[config.mk]
export PLATFORM = sky130hd
export DESIGN_NAME = chi_inv_seq
export DESIGN_NICKNAME = d
export VERILOG_FILES = /design/src/rtl/chi_inv_seq.sv
export SDC_FILE = /design/constraint.sdc
export NUM_CORES = 1
export LEC_CHECK = 0
export BUFFER_PORTS_ARGS = -buffer_cell sky130_fd_sc_hd__buf_4
export CAP_MARGIN = 20
export CORE_AREA = 2 2 52 54
export CTS_BUF_LIST = sky130_fd_sc_hd__clkbuf_16
export DETAILED_ROUTE_END_ITERATION = 8
export DIE_AREA = 0 0 54 56
export GPL_TIMING_DRIVEN = 0
export PLACE_DENSITY = 0.72
export SYNTH_ARGS = -nofsm -noshare
export SYNTH_HDL_FRONTEND = slang
export SYNTH_SLANG_ARGS = --single-unit
export TNS_END_PERCENT = 50
[constraint.sdc]
create_clock -name clk -period 4.7 [get_ports clk]
set_input_delay 0.705 -clock clk [delete_from_list [all_inputs] [get_ports clk]]
set_output_delay 0.705 -clock clk [all_outputs]
set_load 0.1 [all_outputs]
[src/rtl/chi_inv_seq.sv]
// rtl/chi_inv_seq.sv - sequential chi row inverse by counter search; CHI_INV_CONST_TIME_EN selects fixed-latency sweep
module chi_inv_seq #(
    parameter int W = 5
) (
    input  logic         clk,
    input  logic         rst_n,
    input  logic         in_valid,
    output logic         in_ready,
    input  logic [W-1:0] in_data,
    output logic         out_valid,
    input  logic         out_ready,
    output logic [W-1:0] out_data
);

    typedef enum logic [1:0] {
        IDLE,
        SEARCH,
        DONE
    } state_t;

    state_t       state;
    logic [W-1:0] y_reg;
    logic [W-1:0] cnt;
    logic [W-1:0] res_reg;
    logic [W-1:0] chi_cnt;
    logic         match;
    logic         cnt_last;

    // Forward chi of the current candidate, indices wrap around the row.
    for (genvar i = 0; i < W; i++) begin : g_chi
        assign chi_cnt[i] = cnt[i] ^ (~cnt[(i + 1) % W] & cnt[(i + 2) % W]);
    end

    assign match    = (chi_cnt == y_reg);
    assign cnt_last = (cnt == {W{1'b1}});

    always_ff @(posedge clk or negedge rst_n) begin
        if (!rst_n) begin
            state     <= IDLE;
            in_ready  <= 1'b1;
            out_valid <= 1'b0;
            out_data  <= '0;
            y_reg     <= '0;
            cnt       <= '0;
            res_reg   <= '0;
        end else begin
            case (state)
                IDLE: begin
                    if (in_valid && in_ready) begin
                        y_reg    <= in_data;
                        cnt      <= '0;
                        res_reg  <= '0;
                        in_ready <= 1'b0;
                        state    <= SEARCH;
                    end
                end

                SEARCH: begin
`ifdef CHI_INV_CONST_TIME_EN
                    // Sweep the whole candidate space regardless of where the match lies.
                    if (match) begin
                        res_reg <= cnt;
                    end
                    if (cnt_last) begin
                        out_valid <= 1'b1;
                        out_data  <= match ? cnt : res_reg;
                        state     <= DONE;
                    end else begin
                        cnt <= cnt + {{(W-1){1'b0}}, 1'b1};
                    end
`else
                    if (match) begin
                        res_reg   <= cnt;
                        out_data  <= cnt;
                        out_valid <= 1'b1;
                        state     <= DONE;
                    end else if (cnt_last) begin
                        // Only reachable for an even W where chi is not a bijection.
                        res_reg   <= '0;
                        out_data  <= '0;
                        out_valid <= 1'b1;
                        state     <= DONE;
                    end else begin
                        cnt <= cnt + {{(W-1){1'b0}}, 1'b1};
                    end
`endif
                end

                DONE: begin
                    if (out_ready) begin
                        out_valid <= 1'b0;
                        out_data  <= '0;
                        in_ready  <= 1'b1;
                        state     <= IDLE;
                    end
                end

                default: begin
                    state     <= IDLE;
                    in_ready  <= 1'b1;
                    out_valid <= 1'b0;
                    out_data  <= '0;
                end
            endcase
        end
    end

endmodule

==> results of run 1 <==
## cells by family after synthesis
logic type               Yosys count  synth area share
AO/OA/AOI/OAI                     28             0.189
XOR/XNOR                           7            0.0714
flip-flops                        19             0.406
multiplexers                       6            0.0565
AND/OR/NAND/NOR                   43             0.189
adder cells (fa/ha/maj)            3            0.0320
buffers and inverters             13            0.0565
## layer usage
| layer | GRT usage | share of wire | vias up |
|---|---|---|---|
| met5 | 0 | 0 | - |
| met4 | 0.0536 | 0.013 | 0 |
| met3 | 0.0242 | 0.029 | 5 |
| met2 | 0.291 | 0.50 | 12 |
| met1 | 0.247 | 0.46 | 452 |
| li1 | - | - | 455 |
## worst max-delay path, delay by kind of cell (launching register included)
kind            cells  cell delay, ns
simple gates        3            0.76
compound gates      2            0.49
flops               1            0.47
fa+ha+maj           2            0.47
## metrics by stage
step                cell area, µm²  worst slack [ns]
finish                        1400              2.37
global placement              1320              2.43
global route                  1400              2.21
floorplan                     1170              2.69
CTS                           1400              2.36
detailed placement            1320              2.40
## layout by cell type, fill, tap and decap left out, types with 2 or more instances in the layout
master	instances
buf_4	17
xnor2_1	3
o221ai_1	5
xor2_2	3
nand2b_1	4
inv_1	7
o21ai_0	4
dfrtp_1	18
nor2_1	10
nand2_1	16
o32ai_1	2
clkbuf_16	3
a21oi_1	6
o211ai_1	2
mux2_2	5
ha_1	3
and2_1	2
buf_2	2
nand3_1	3
## layout make-up
| type | count | area (µm²) | share of cell area |
|---|---|---|---|
| Timing Repair Buffer | 15 | 113 | 0.0802 |
| Sequential cell | 19 | 477 | 0.340 |
| Clock inverter | 1 | 5.00 | 0.00357 |
| Tap cell | 30 | 37.5 | 0.0267 |
| Inverter | 7 | 26.3 | 0.0187 |
| Clock buffer | 3 | 75.1 | 0.0535 |
| Multi-Input combinational cell | 87 | 631 | 0.449 |
| Buffer | 6 | 40.0 | 0.0285 |
## final timing paths
kind	end	start	cells after the start
setup / recovery	cnt[1]	cnt[1]	7
hold / removal	y_reg[4]	rst_n	1
setup reg to reg	cnt[1]	cnt[1]	7
hold reg to reg	out_valid	out_valid	2
max in group asynchronous	in_ready	rst_n	1
min in group clk	out_valid	out_valid	2
==> reports/metrics.cfg, run 1 <==
[status]
status = finished clean

[worst_setup_path]
crit_required_ns = 4.81
cp-start-kind = flip-flop
crit_arrival_ns = 2.45
rrSetupSlack_ns = 2.37
slowest_stage = dfrtp_1
critical_path.max_stage_delay_ns = 0.47
crit_fanout = 8
crit_type = reg -> reg
worst_setup_path_end_kind = flip-flop
crit_chain = ha_1, and3_1, ha_1, nor2_1, nor2_1, a31oi_1, o32ai_1

[cells_and_area]
area_growth_pct = 19.6
diodes = 0
final_util = 0.577
nNetsFinal = 151
fill_cells = 228
drive_gt1_frac = 0.290
stdcell_count = 168

[timing]
timing.hold.ws_ns = 0.324
relSlewSlack = 0.654
period_share = 0.496
rsz0062_at_grt = no
setup_violations = 0
worst_slew_pin_slew_ns = 0.516
tns_ns = 0
final-hold-violation-count = 0
fmax_ghz = 0.429
min_period_ns = 2.33
finClkSkew_ns = 0.00161
timing.final.max_slew_violations = 0

[grt]
grt_usage = 0.180
grt-ovfl-total = 0
grt_max_degree = 20
grt_pass1_wl_um = 4120
first_global_vias = 901
antenna_found_initial = 0

[floorplan]
dieArea_um2 = 3020
fp.coreArea_um2 = 2430
rows = 18
die_h_um = 56
initial_core_util = 0.483
die_w_um = 54
pin_count = 16

[logic_synthesis]
synth_common_cells = dfrtp_1 (18), nand2_1 (16), nor2_1 (10)
synth-seq-cells = 19
syn_area_um2 = 1170
seq_area_frac_synth = 0.406
synth.distinct_cells = 40
yosysMostFrequentCell = dfrtp_1
yosys.area.top_type_share = 0.384
synthArstFlopShare = 1.00
yosys-top-cells-area = dfrtp_1 (38%), nand2_1 (5.1%), mux2_2 (4.8%)
synth_area_leader_cell = dfrtp_1
ys.flop_type = dfrtp_1
synth_edf_count = 0
avgSynthCellArea_um2 = 9.86
synth_fp_nets = 131
syn_inst = 119
yosysWarnings = 0

[placed_design]
place_congestion = 0.831
numPlacedInstances = 164
dp_hpwl_um = 1770
port_buffers = 15

[drt]
drtIter0Drc = 37
wl_per_cell_um = 14.2
drc = 0
vias_per_cell = 5.50
routed_wl_um = 2390
first_pass_iters = 4
antenna_left = 0
num_vias = 924

[clocking]
cts_resized = 0
ctsHoldBuffers = 0
clockRootBuffer = clkbuf_16
htree_num_levels = 1
clock-sinks = 19
clockBufferDepth = 2
cts_buffers = 3
cts_setup_buffers = 0
clock_latency_ns = 0.25
clkSlewWorstSetupHoldPaths_ns = 0.05
cts_tree = built

[worst_hold_path]
hp-class = in -> async

[run]
cap_viol_max_count = 0

Power of run 1 is not shown: default switching activity piles up to over one toggle a cycle in this logic, so the estimate is an artifact.
==> inputs of run 2 (changes only) <==
PLACE_DENSITY = 0.75   (was 0.72)
clock period = 2 ns   (was 4.7 ns; I/O delays follow)
==> reports/metrics.cfg, run 2 (same netlist as run 1, synthesis figures left out) <==
[status]
status = finished clean

[floorplan]
initial_core_util = 0.483  ; unchanged
dieArea_um2 = 3020  ; unchanged
fp.coreArea_um2 = 2430  ; unchanged
rows = 18  ; unchanged
die_w_um = 54  ; unchanged
pin_count = 16  ; unchanged
die_h_um = 56  ; unchanged

[clocking]
clockRootBuffer = clkbuf_16
htree_num_levels = 1  ; unchanged
clock-sinks = 19  ; unchanged
cts_tree = built
clock_latency_ns = 0.26  ; about the same
clockBufferDepth = 2  ; unchanged
cts_buffers = 3  ; unchanged
clkSlewWorstSetupHoldPaths_ns = 0.06  ; about the same

[cells_and_area]
final_cell_mix = buf_4 (20), dfrtp_1 (17), nand2_1 (16), nor2_1 (9)
layout_commonest_cell = buf_4
nNetsFinal = 157  ; +4.0%
drive_gt1_frac = 0.361  ; +0.0713
diodes = 0  ; unchanged
stdcell_count = 174  ; +3.6%
design_area_um2 = 1520  ; +8.5%
area_growth_pct = 29.7
final_util = 0.626  ; +0.0489

[timing]
min_period_ns = 1.96  ; -0.371 ns
tns_ns = 0  ; unchanged
period_share = 0.981  ; +0.485
worst_slew_pin_slew_ns = 0.490  ; -0.0265 ns
relSlewSlack = 0.672  ; +0.0175
finClkSkew_ns = 0.00491  ; +0.00329 ns
fmax_ghz = 0.510  ; +19%
timing.final.max_slew_violations = 0  ; unchanged
final-hold-violation-count = 0  ; unchanged
setup_violations = 0  ; unchanged

[placed_design]
placed_area_um2 = 1330  ; +0.57%
place_congestion = 0.818  ; -1.6%
numPlacedInstances = 164  ; unchanged
dp_hpwl_um = 1850  ; +4.5%
port_buffers = 15  ; unchanged

[grt]
antenna_found_initial = 0  ; unchanged
grt-ovfl-total = 0  ; unchanged
grt_pass1_wl_um = 4440  ; +7.9%
first_global_vias = 959  ; +6.4%
grt_max_degree = 20  ; unchanged
grt_usage = 0.198  ; +0.0175

[worst_setup_path]
crit_required_ns = 2.20  ; -2.61 ns
r2r-end = cnt[0]
cp-start-kind = flip-flop
cp-startpoint = cnt[0]
worst_setup_path_end_kind = flip-flop
r2r_cells = 6  ; -1
crit_fanout = 4  ; -4
rrSetupSlack_ns = 0.04  ; -2.33 ns
crit_arrival_ns = 2.16  ; -0.29 ns
reg2reg_from = cnt[0]
crit_type = reg -> reg

[drt]
vias_per_cell = 5.60  ; +1.8%
first_pass_iters = 4  ; unchanged
routed_wl_um = 2630  ; +10%
num_vias = 974  ; +5.4%
drc = 0  ; unchanged
drtIter0Drc = 23  ; -38%
wl_per_cell_um = 15.1  ; +6.4%
antenna_left = 0  ; unchanged

[worst_hold_path]
min_to = y_reg[1]
hp-start = in_data[1]
hp-class = in -> reg
hold_depth = 2

[run]
cap_viol_max_count = 0  ; unchanged

-- run 2: repair_timing --
item,4_1_cts,5_1_grt
pin swaps,3,1
setup endpoints to repair,12,9
hold buffers,1,0
setup buffers,5,0
resized for setup,8,6
endpoints found under the hold margin,18,0
-- run 2: worst max path at each step --
stage	endpoint	slack, ns	cells past startpoint
6_report	cnt[0]	0.04	6
5_1_grt	out_data[2]	-0.02	7
4_1_cts	cnt[0]	0.03	9
3_5_place_dp	cnt[1]	-0.30	7
3_3_place_gp	cnt[1]	-0.23	7
2_1_floorplan	cnt[0]	0.03	9
-- run 2: layout make-up --
type	count	area [µm²]
timing repair buffer	21	164
buffer	6	46.3
sequential	19	478
multi-input combinational	87	686
tap	30	37.5
fill	194	910
clock buffer	3	75.1
clock inverter	1	7.51
inverter	7	28.8
-- run 2: metal layers --
metal	vias to the layer above	track usage	part of all wire
li1	469	-	-
met1	479	0.272	0.43
met2	24	0.317	0.52
met3	2	0.0323	0.048
met4	0	0.0536	0.0087
met5	-	0	0
-- run 2: critical path, stage by stage (launching register included) --
cell and delay, ns:
dfrtp_1 0.40, ha_1 0.23, and3_1 0.19, ha_2 0.21, or4b_2 0.61, a21oi_1 0.13, a221o_1 0.12
-- run 2: metrics by stage --
stage | hold slack [ns] | setup slack, ns
2_1_floorplan | 0.00441 | 0.0282
3_3_place_gp | 0.187 | -0.234
3_5_place_dp | 0.192 | -0.304
4_1_cts | 0.274 | 0.0286
5_1_grt | 0.274 | -0.0197
6_report | 0.272 | 0.0384
Power of run 2 is left out for the same reason.
==> inputs of run 3 (changes only) <==
ABC_AREA = 1   (was not set)
CORE_AREA = 2 2 51 53   (was 2 2 52 54)
DIE_AREA = 0 0 53 55   (was 0 0 54 56)
PLACE_DENSITY = 0.73   (was 0.75)
==> reports/metrics.cfg, run 3 <==
[timing]
timing.final.max_slew_violations = 0  ; unchanged
min_period_ns = 1.81  ; -0.156 ns
period_share = 0.903  ; -0.0778
fmax_ghz = 0.554  ; +8.6%
relSlewSlack = 0.786  ; +0.114
finClkSkew_ns = 0.00190  ; -0.00301 ns
setup_violations = 0  ; unchanged
worst_slew_pin_slew_ns = 0.318  ; -0.172 ns
tns_ns = 0  ; unchanged
rsz0062_at_grt = no
final-hold-violation-count = 0  ; unchanged

[worst_setup_path]
path_buf_inv = 2  ; +2
cp-start-kind = flip-flop
worst_setup_path_end_kind = flip-flop
r2r_cells = 12  ; +6
crit_required_ns = 2.14  ; -0.06 ns
critical_path.max_stage_delay_ns = 0.50  ; -0.11 ns
crit_type = reg -> reg
cp_common_cell = nand2_1
reg2reg_from = cnt[0]
slowest_stage = dfrtp_1
r2r-end = out_valid
rrSetupSlack_ns = 0.19  ; +0.16 ns
crit_arrival_ns = 1.95  ; -0.21 ns
critPathTopFamily = simple AND/OR/NAND/NOR gates
crit_chain = inv_2, ha_1, inv_1, nand2_1, nand2_1, nand2_1, nand2_1, nand2_1, o21bai_4, nand2_4, nand2_1, nand2_1
crit_fanout = 8  ; +4

[grt]
grt-ovfl-total = 0  ; unchanged
grt_max_degree = 20  ; unchanged
first_global_vias = 856  ; -11%
grt_usage = 0.173  ; -0.0247
grt_pass1_wl_um = 3530  ; -21%
antenna_found_initial = 0  ; unchanged

[cells_and_area]
area_growth_pct = 22.2
final_cell_mix = nand2_1 (65), dfrtp_1 (18), inv_1 (17), buf_4 (15), nand3_1 (14)
diodes = 0  ; unchanged
drive_gt1_frac = 0.189  ; -0.172
layout_commonest_cell = nand2_1
nNetsFinal = 182  ; +16%

[floorplan]
fp.coreArea_um2 = 2360  ; -2.8%
rows = 18  ; unchanged
dieArea_um2 = 2920  ; -3.6%
die_h_um = 55  ; -1.8%
pin_count = 16  ; unchanged
die_w_um = 53  ; -1.9%
initial_core_util = 0.458  ; -0.0243

[clocking]
cts_setup_buffers = 0  ; -5
clock-sinks = 19  ; unchanged
cts_buffers = 3  ; unchanged
ctsHoldBuffers = 1  ; unchanged
cts_resized = 0  ; -8
cts_tree = built
htree_num_levels = 1  ; unchanged
clkSlewWorstSetupHoldPaths_ns = 0.06  ; about the same
clockRootBuffer = clkbuf_16
clock_latency_ns = 0.25  ; about the same
clockBufferDepth = 2  ; unchanged

[logic_synthesis]
seq_area_frac_synth = 0.440  ; +0.0338
synthArstFlopShare = 1.00  ; unchanged
synth_fp_nets = 161  ; +23%
yosys-top-cells-area = dfrtp_1 (42%), nand2_1 (23%), nand3_1 (6.5%)
yosysMostFrequentCell = nand2_1
synth_area_leader_cell = dfrtp_1
synth_common_cells = nand2_1 (65), dfrtp_1 (18), inv_1 (17)
avgSynthCellArea_um2 = 7.27  ; -26%
syn_inst = 149  ; +25%
synth-seq-cells = 19  ; unchanged
syn_area_um2 = 1080  ; -7.7%
yosysWarnings = 0  ; unchanged
ys.flop_type = dfrtp_1
synth_edf_count = 0  ; unchanged
yosys.area.top_type_share = 0.416  ; +0.0319
synth.distinct_cells = 19  ; -53%

[drt]
routed_wl_um = 2220  ; -15%
drtIter0Drc = 7  ; -70%
antenna_left = 0  ; unchanged
drc = 0  ; unchanged
first_pass_iters = 4  ; unchanged
num_vias = 952  ; -2.3%
vias_per_cell = 4.78  ; -15%
wl_per_cell_um = 11.2  ; -26%

[worst_hold_path]
hold_depth = 3  ; +1
hp-start = in_data[2]
hp-class = in -> reg
min_to = y_reg[2]

[placed_design]
port_buffers = 15  ; unchanged
place_congestion = 0.774  ; -5.4%
dp_hpwl_um = 1590  ; -14%

[pwr]
p_per_area_nw_per_um2 = 1450
irDropWorstVdd_v = 0.000907
leakagePower_uw = 0.000750
power_uw = 1920

[status]
status = finished clean

[run]
cap_viol_max_count = 0  ; unchanged

==> run 3: kinds of logic (layout without fill, tap and decap cells) <==
logic type,count (synthesis),in the layout,synth area share
compound gates,9,9,0.0543
fa+ha+maj,3,3,0.0346
buf+inv,24,44,0.0901
flops,19,19,0.440
simple gates,94,94,0.381
==> run 3: area by class of cell <==
class                      count  area, µm²
clock inverter                 1       5.00
buffer                         1       11.3
sequential                    19        477
clock buffer                   3       75.1
tap                           30       37.5
timing repair buffer          16        123
multi-input combinational    106        509
inverter                      23       86.3
fill                         233       1040
==> run 3: how the worst max path moves through the flow <==
| stage | from | end | slack [ns] | cells past startpoint |
|---|---|---|---|---|
| final | cnt[0] | out_valid | 0.19 | 12 |
| after detailed placement | cnt[0] | out_valid | 0.20 | 12 |
| after floorplan | cnt[0] | out_data[0] | 0.38 | 9 |
| after global routing | cnt[0] | out_data[2] | 0.008 | 12 |
| after CTS | cnt[0] | out_valid | 0.19 | 12 |
| after global placement | cnt[0] | out_data[0] | 0.27 | 12 |
==> run 3: stage by stage <==
stage / instances / worst slack [ns] / util / hold WS [ns] / area [µm²]
5_1_grt: 199 / 0.00799 / 0.560 / 0.268 / 1320
4_1_cts: 199 / 0.186 / 0.560 / 0.250 / 1320
2_1_floorplan: 149 / 0.379 / - / 0.00441 / 1080
6_report: 199 / 0.194 / 0.560 / 0.254 / 1320
3_5_place_dp: 194 / 0.204 / 0.522 / 0.186 / 1230
3_3_place_gp: 194 / 0.270 / 0.522 / 0.187 / 1230
==> run 3: where the power goes <==
part | internal, µW | switching (µW)
combinational | 268 | 634
sequential | 500 | 94.3
clock | 268 | 152
==> run 3: layer usage <==
layer	track usage	share of wire	wire length [µm]
met5	0	0	0
met4	0.103	0.027	61
met3	0.0323	0.034	76
met2	0.300	0.50	1100
met1	0.201	0.44	982
==> run 3: tightest hold or removal path, cell delays in order <==
cell and delay, ns:
buf_4 0.07, nand2_1 0.04, o21ai_0 0.06
Power figures use the tool's default switching activity.
